--- config.mk ---
export PLATFORM = sky130hd
export DESIGN_NAME = alu_op_scheduler
export DESIGN_NICKNAME = d
export VERILOG_FILES = /design/src/rtl/alu_op_scheduler.sv
export SDC_FILE = /design/constraint.sdc
export NUM_CORES = 1
export LEC_CHECK = 0
export BUFFER_PORTS_ARGS = -buffer_cell sky130_fd_sc_hd__buf_2
export CAP_MARGIN = 40
export CORE_AREA = 2 2 217 219
export CTS_CLUSTER_DIAMETER = 150
export DETAILED_ROUTE_END_ITERATION = 10
export DIE_AREA = 0 0 219 221
export PLACE_DENSITY = 0.52
export SETUP_SLACK_MARGIN = 0.5
export SYNTH_ARGS = -nofsm -noshare
export SYNTH_HDL_FRONTEND = slang
export SYNTH_SLANG_ARGS = --single-unit
--- constraint.sdc ---
create_clock -name clk -period 2.4 [get_ports clk]
set_input_delay 0.12 -clock clk [delete_from_list [all_inputs] [get_ports clk]]
set_output_delay 0.12 -clock clk [all_outputs]
set_load 0.01 [all_outputs]
--- src/rtl/alu_op_scheduler.sv ---
// Shares one ALU between two requesters: round-robin grant, opcode decode,
// ALU_LAT-cycle sequencing and a tagged valid/ready response.
module alu_op_scheduler #(
    parameter int unsigned DATA_W  = 64,
    parameter int unsigned ALU_LAT = 1
) (
    input  logic              clk,
    input  logic              reset_n,
    input  logic              req0_valid,
    output logic              req0_ready,
    input  logic [10:0]       req0_opcode,
    input  logic [DATA_W-1:0] req0_a,
    input  logic [DATA_W-1:0] req0_b,
    input  logic              req1_valid,
    output logic              req1_ready,
    input  logic [10:0]       req1_opcode,
    input  logic [DATA_W-1:0] req1_a,
    input  logic [DATA_W-1:0] req1_b,
    output logic [3:0]        alu_ctl,
    output logic [DATA_W-1:0] alu_a,
    output logic [DATA_W-1:0] alu_b,
    input  logic [DATA_W-1:0] alu_result,
    input  logic              alu_zero,
    output logic              rsp_valid,
    input  logic              rsp_ready,
    output logic              rsp_id,
    output logic [DATA_W-1:0] rsp_result,
    output logic              rsp_zero,
    output logic              rsp_illegal,
    output logic              busy
);

    typedef enum logic [1:0] {IDLE, EXEC, RESP} state_e;

    state_e            state_q, state_d;
    logic              prio_q, prio_d;   // requester favoured when both are valid
    logic [10:0]       op_q, op_d;
    logic [DATA_W-1:0] a_q, a_d, b_q, b_d;
    logic              id_q, id_d;
    logic [3:0]        cnt_q, cnt_d;
    logic [DATA_W-1:0] res_q, res_d;
    logic              zero_q, zero_d, ill_q, ill_d;

    logic              grant;
    logic [10:0]       in_op;
    logic [DATA_W-1:0] in_a, in_b;

    function automatic logic [3:0] ctl_of(input logic [10:0] op);
        case (op)
            11'b10001010000: ctl_of = 4'b0000;
            11'b10101010000: ctl_of = 4'b0001;
            11'b10001011000: ctl_of = 4'b0010;
            11'b11001011000: ctl_of = 4'b0110;
            11'b11111000010: ctl_of = 4'b0111;
            11'b11101010000: ctl_of = 4'b1100;
            default:         ctl_of = 4'b0000;
        endcase
    endfunction

    function automatic logic is_legal(input logic [10:0] op);
        case (op)
            11'b10001010000, 11'b10101010000, 11'b10001011000,
            11'b11001011000, 11'b11111000010, 11'b11101010000: is_legal = 1'b1;
            default:                                           is_legal = 1'b0;
        endcase
    endfunction

    assign grant = (req0_valid && req1_valid) ? prio_q : req1_valid;
    assign in_op = grant ? req1_opcode : req0_opcode;
    assign in_a  = grant ? req1_a : req0_a;
    assign in_b  = grant ? req1_b : req0_b;

    always_comb begin
        state_d    = state_q;
        prio_d     = prio_q;
        op_d       = op_q;
        a_d        = a_q;
        b_d        = b_q;
        id_d       = id_q;
        cnt_d      = cnt_q;
        res_d      = res_q;
        zero_d     = zero_q;
        ill_d      = ill_q;
        req0_ready = 1'b0;
        req1_ready = 1'b0;
        alu_ctl    = 4'b0000;
        case (state_q)
            IDLE: begin
                if (req0_valid || req1_valid) begin
                    req0_ready = !grant;
                    req1_ready = grant;
                    prio_d     = !grant;
                    op_d       = in_op;
                    a_d        = in_a;
                    b_d        = in_b;
                    id_d       = grant;
                    if (is_legal(in_op)) begin
                        cnt_d   = 4'(ALU_LAT - 1);
                        state_d = EXEC;
                    end else begin
                        res_d   = '0;
                        zero_d  = 1'b0;
                        ill_d   = 1'b1;
                        state_d = RESP;
                    end
                end
            end
            EXEC: begin
                alu_ctl = ctl_of(op_q);
                if (cnt_q == 4'd0) begin
                    res_d   = alu_result;
                    zero_d  = alu_zero;
                    ill_d   = 1'b0;
                    state_d = RESP;
                end else begin
                    cnt_d = cnt_q - 4'd1;
                end
            end
            RESP: begin
                if (rsp_ready) state_d = IDLE;
            end
            default: state_d = IDLE;
        endcase
    end

    always_ff @(posedge clk or negedge reset_n) begin
        if (!reset_n) begin
            state_q <= IDLE;
            prio_q  <= 1'b0;
            op_q    <= '0;
            a_q     <= '0;
            b_q     <= '0;
            id_q    <= 1'b0;
            cnt_q   <= '0;
            res_q   <= '0;
            zero_q  <= 1'b0;
            ill_q   <= 1'b0;
        end else begin
            state_q <= state_d;
            prio_q  <= prio_d;
            op_q    <= op_d;
            a_q     <= a_d;
            b_q     <= b_d;
            id_q    <= id_d;
            cnt_q   <= cnt_d;
            res_q   <= res_d;
            zero_q  <= zero_d;
            ill_q   <= ill_d;
        end
    end

    assign alu_a       = a_q;
    assign alu_b       = b_q;
    assign rsp_valid   = (state_q == RESP);
    assign busy        = (state_q != IDLE);
    assign rsp_id      = id_q;
    assign rsp_result  = res_q;
    assign rsp_zero    = zero_q;
    assign rsp_illegal = ill_q;

endmodule

==> metrics.csv <==
stage,metric,value,unit
floorplan,Site Rows,79,
synth,cells after synthesis,855,
synth,Yosys cell types,39,
clock_tree,clock sink count,213,
synth,"Seq/Total Area, Yosys",58.9,%
worst_setup_path,Worst EP arrival,2530,ps
routing,Pre-Repair DR Iteration Count,6,
place,RePlAce Congestion,0.832,
global_route,largest net degree at the start of global routing,83,
sta,Final TNS setup,0,ps
worst_setup_path,R2R setup slack,300,ps
floorplan,Horiz. Die Dim,219,um
sta,min Tclk post-route,2100,ps
worst_setup_path,worst r2r src,prio_q,
clock_tree,maximum root-to-sink buffer count,3,
sta,final hold violation count,0,
finish,P&R area growth vs syn,92.9,%
worst_setup_path,Worst Path Required,2820,ps
routing,met1 wire length,16900,um
sta,worst slew pin tran,704,ps
routing,vias per inst,4.56,
routing,highest routed layer,met5,
worst_setup_path,max incr delay on CP,370,ps
routing,WL per Instance,18.4,um
sta,count of final setup violators,0,
worst_setup_path,Crit path depth,8,
worst_setup_path,crit path max-delay cell type,dfrtp_1,
flow_run,max-cap check violation count,0,
synth,post-synth net total,1205,
finish,share of cells above drive strength 1,37.6,%
clock_tree,TritonCTS clock tree,built,
worst_setup_path,Crit. Startpoint,prio_q,
global_route,vias in the first global route,11555,
global_route,first-pass GRT wire length,65100,um
power_and_ir_drop,PD cells,982,nW/um2
synth,mapped cell area,9050,um2
finish,fin nets,2105,
floorplan,area of the core,46100,um2
power_and_ir_drop,switching portion of total power,38.1,%
finish,post-route insts no fill,2383,
place,# placed instances,1956,
place,DP Wirelength,26100,um
routing,met2 routed WL,21300,um
worst_setup_path,Worst R2R Path Depth,8,
power_and_ir_drop,VDD IR max,0.000631,V
worst_setup_path,Setup crit start kind,flip-flop,
floorplan,Initial Utilization,19.6,%
synth,mean post-synth cell area,10.6,um2
power_and_ir_drop,Clk network pwr share,24.0,%
synth,YS warnings,0,
worst_setup_path,worst-path fanout max,8,
sta,unrepaired setup endpoints after global routing,yes,
worst_setup_path,crit-path cells,"nand2b_4, and2_4, o32a_1, a41oi_2, nand2_4, buf_12, buf_16, a22o_1",
routing,total routed wirelength,43900,um
worst_setup_path,Crit path max-delay family,compound AO/OA/AOI/OAI gates,
routing,Vias,10875,
power_and_ir_drop,Comb pwr share,42.2,%
sta,Final Slew Violations,0,
routing,number of remaining DRC errors,0,
floorplan,die area,48400,um2
min_path,worst min-delay path class,primary input to flip-flop,
power_and_ir_drop,Static Leak,8.68,nW
worst_setup_path,critical path class,flip-flop to flip-flop,
floorplan,die height,221,um
sta,Final period util,87.7,%
finish,"commonest cells after routing, fill and taps aside","buf_2, dlygate4sd3_1, dfrtp_1",
sta,Slew HR,52.4,%
clock_tree,clk slew on worst S/H paths,60,ps
power_and_ir_drop,Int Pwr,0.0106,W
place,port bufs,550,
sta,Final Skew,13.9,ps
routing,Antenna Nets Post-Route,0,
worst_setup_path,Crit path buffers/inverters,2,
clock_tree,insertion delay to the later sink of the worst-skew pair,550,ps
synth,Yosys reg bits,213,
worst_setup_path,FF-to-FF End,rsp_result[29],
clock_tree,CTS H-tree depth,1,
power_and_ir_drop,Reg power frac,33.7,%
global_route,initial antenna violation count,2,
floorplan,# IOs,551,
worst_setup_path,worst setup path endpoint,rsp_result[29],
worst_setup_path,critical path capture point type,flip-flop,
routing,Met3 Wirelength,3640,um
power_and_ir_drop,NetSw,0.00653,W
clock_tree,Num CTS Buffers,26,
finish,"most common cell after layout, fill and taps aside",buf_2,
sta,fmax,475,MHz
global_route,Total GRT Usage,17.0,%
routing,Initial DRC Count,765,
clock_tree,root buf cell,clkbuf_16,
status,status,"complete, no violations",
global_route,Overflow after GRT,0,
[cell usage after synthesis, drive strengths merged]
cell | count | area share, %
a2111o | 1 | 0.12
a21boi | 1 | 0.083
a21o | 2 | 0.17
a21oi | 9 | 0.50
a22o | 65 | 6.3
a22oi | 116 | 9.6
a31oi | 2 | 0.14
a32o | 1 | 0.11
a41oi | 3 | 0.37
and2 | 2 | 0.14
and3 | 1 | 0.069
and3b | 1 | 0.097
and4 | 1 | 0.097
and4b | 1 | 0.11
buf | 21 | 1.3
clkbuf | 53 | 2.2
dfrtp | 213 | 59
ha | 2 | 0.28
inv | 7 | 0.29
mux2i | 23 | 2.5
nand2 | 148 | 6.2
nand2b | 2 | 0.14
nand3 | 4 | 0.22
nand4 | 1 | 0.069
nor2 | 15 | 0.62
nor2b | 1 | 0.069
nor3 | 3 | 0.17
nor4b | 2 | 0.19
nor4bb | 3 | 0.33
o211ai | 3 | 0.25
o21a | 2 | 0.17
o21ai | 143 | 7.9
o32a | 1 | 0.11
or3 | 1 | 0.069
or4bb | 1 | 0.12
[metal layers]
metal | global-route usage, % | vias up
li1 | - | 4936
met1 | 19.3 | 5191
met2 | 29.6 | 620
met3 | 4.56 | 126
met4 | 7.74 | 2
met5 | 0 | -
[worst min-delay path by stage]
| stage | start | endpoint | cells past startpoint |
|---|---|---|---|
| floorplan | reset_n | alu_a[0] | 0 |
| CTS | req1_opcode[2] | op_q[2] | 3 |
| global route | req0_opcode[8] | op_q[8] | 5 |
| detailed placement | reset_n | rsp_result[13] | 1 |
| finish | req0_opcode[8] | op_q[8] | 5 |
| global placement | reset_n | rsp_result[10] | 1 |
[per-stage QoR]
stage          area [um2]  util [%]  setup WS (ps)  hold WS [ps]  total power [W]
6_report            17500      37.9            296          59.1           0.0171
3_3_place_gp        12500      27.2            193           148           0.0116
2_1_floorplan        9060         -            495          -176          0.00890
4_1_cts             17300      37.5            343          4.96           0.0170
5_1_grt             17500      37.9            250          77.0           0.0182
3_5_place_dp        12500      27.2            228           144           0.0117
[worst register-to-register path, delay by kind of cell, from the launching register on]
family | cells | cell delay [ps]
compound gates | 3 | 800
simple gates | 3 | 500
flops | 1 | 370
buf+inv | 2 | 330
[power groups by stage]
stage	Combinational, W	Sequential (W)	Clock [W]
floorplan	0.00263	0.00628	0
finish	0.00724	0.00579	0.00412
CTS	0.00705	0.00577	0.00423
global route	0.00791	0.00595	0.00438
detailed placement	0.00590	0.00579	0
global placement	0.00583	0.00578	0
[layout make-up]
type / count / area [um2]
inverters: 7 / 27.5
clock buffers: 38 / 767
multi-input cells: 561 / 3510
well taps: 607 / 759
clock inverters: 10 / 128
flip-flops and latches: 213 / 5330
repair buffers: 946 / 6930
fillers: 4436 / 28600
diodes: 1 / 2.50
[sequential cells by signal, summed over array words and instances, names as in the netlist, 2 cells and up]
register	count
op_q	11
state_q	2
alu_b	64
rsp_result	64
cnt_q	4
alu_a	64
[what timing repair did]
action / CTS / global route
setup buffers: 14 / 14
hold endpoints to repair: 299 / 0
hold buffers: 343 / 0
pin swaps: 5 / 11
setup endpoints to repair: 91 / 163
gates resized for setup: 32 / 17
gates cloned: 6 / 1
[kinds of logic after synthesis]
family | share of synthesized area, %
fa+ha+maj | 0.277
mux | 2.54
buf+inv | 3.75
flops | 58.9
simple gates | 8.68
compound gates | 25.8
Power figures use the tool's default switching activity.
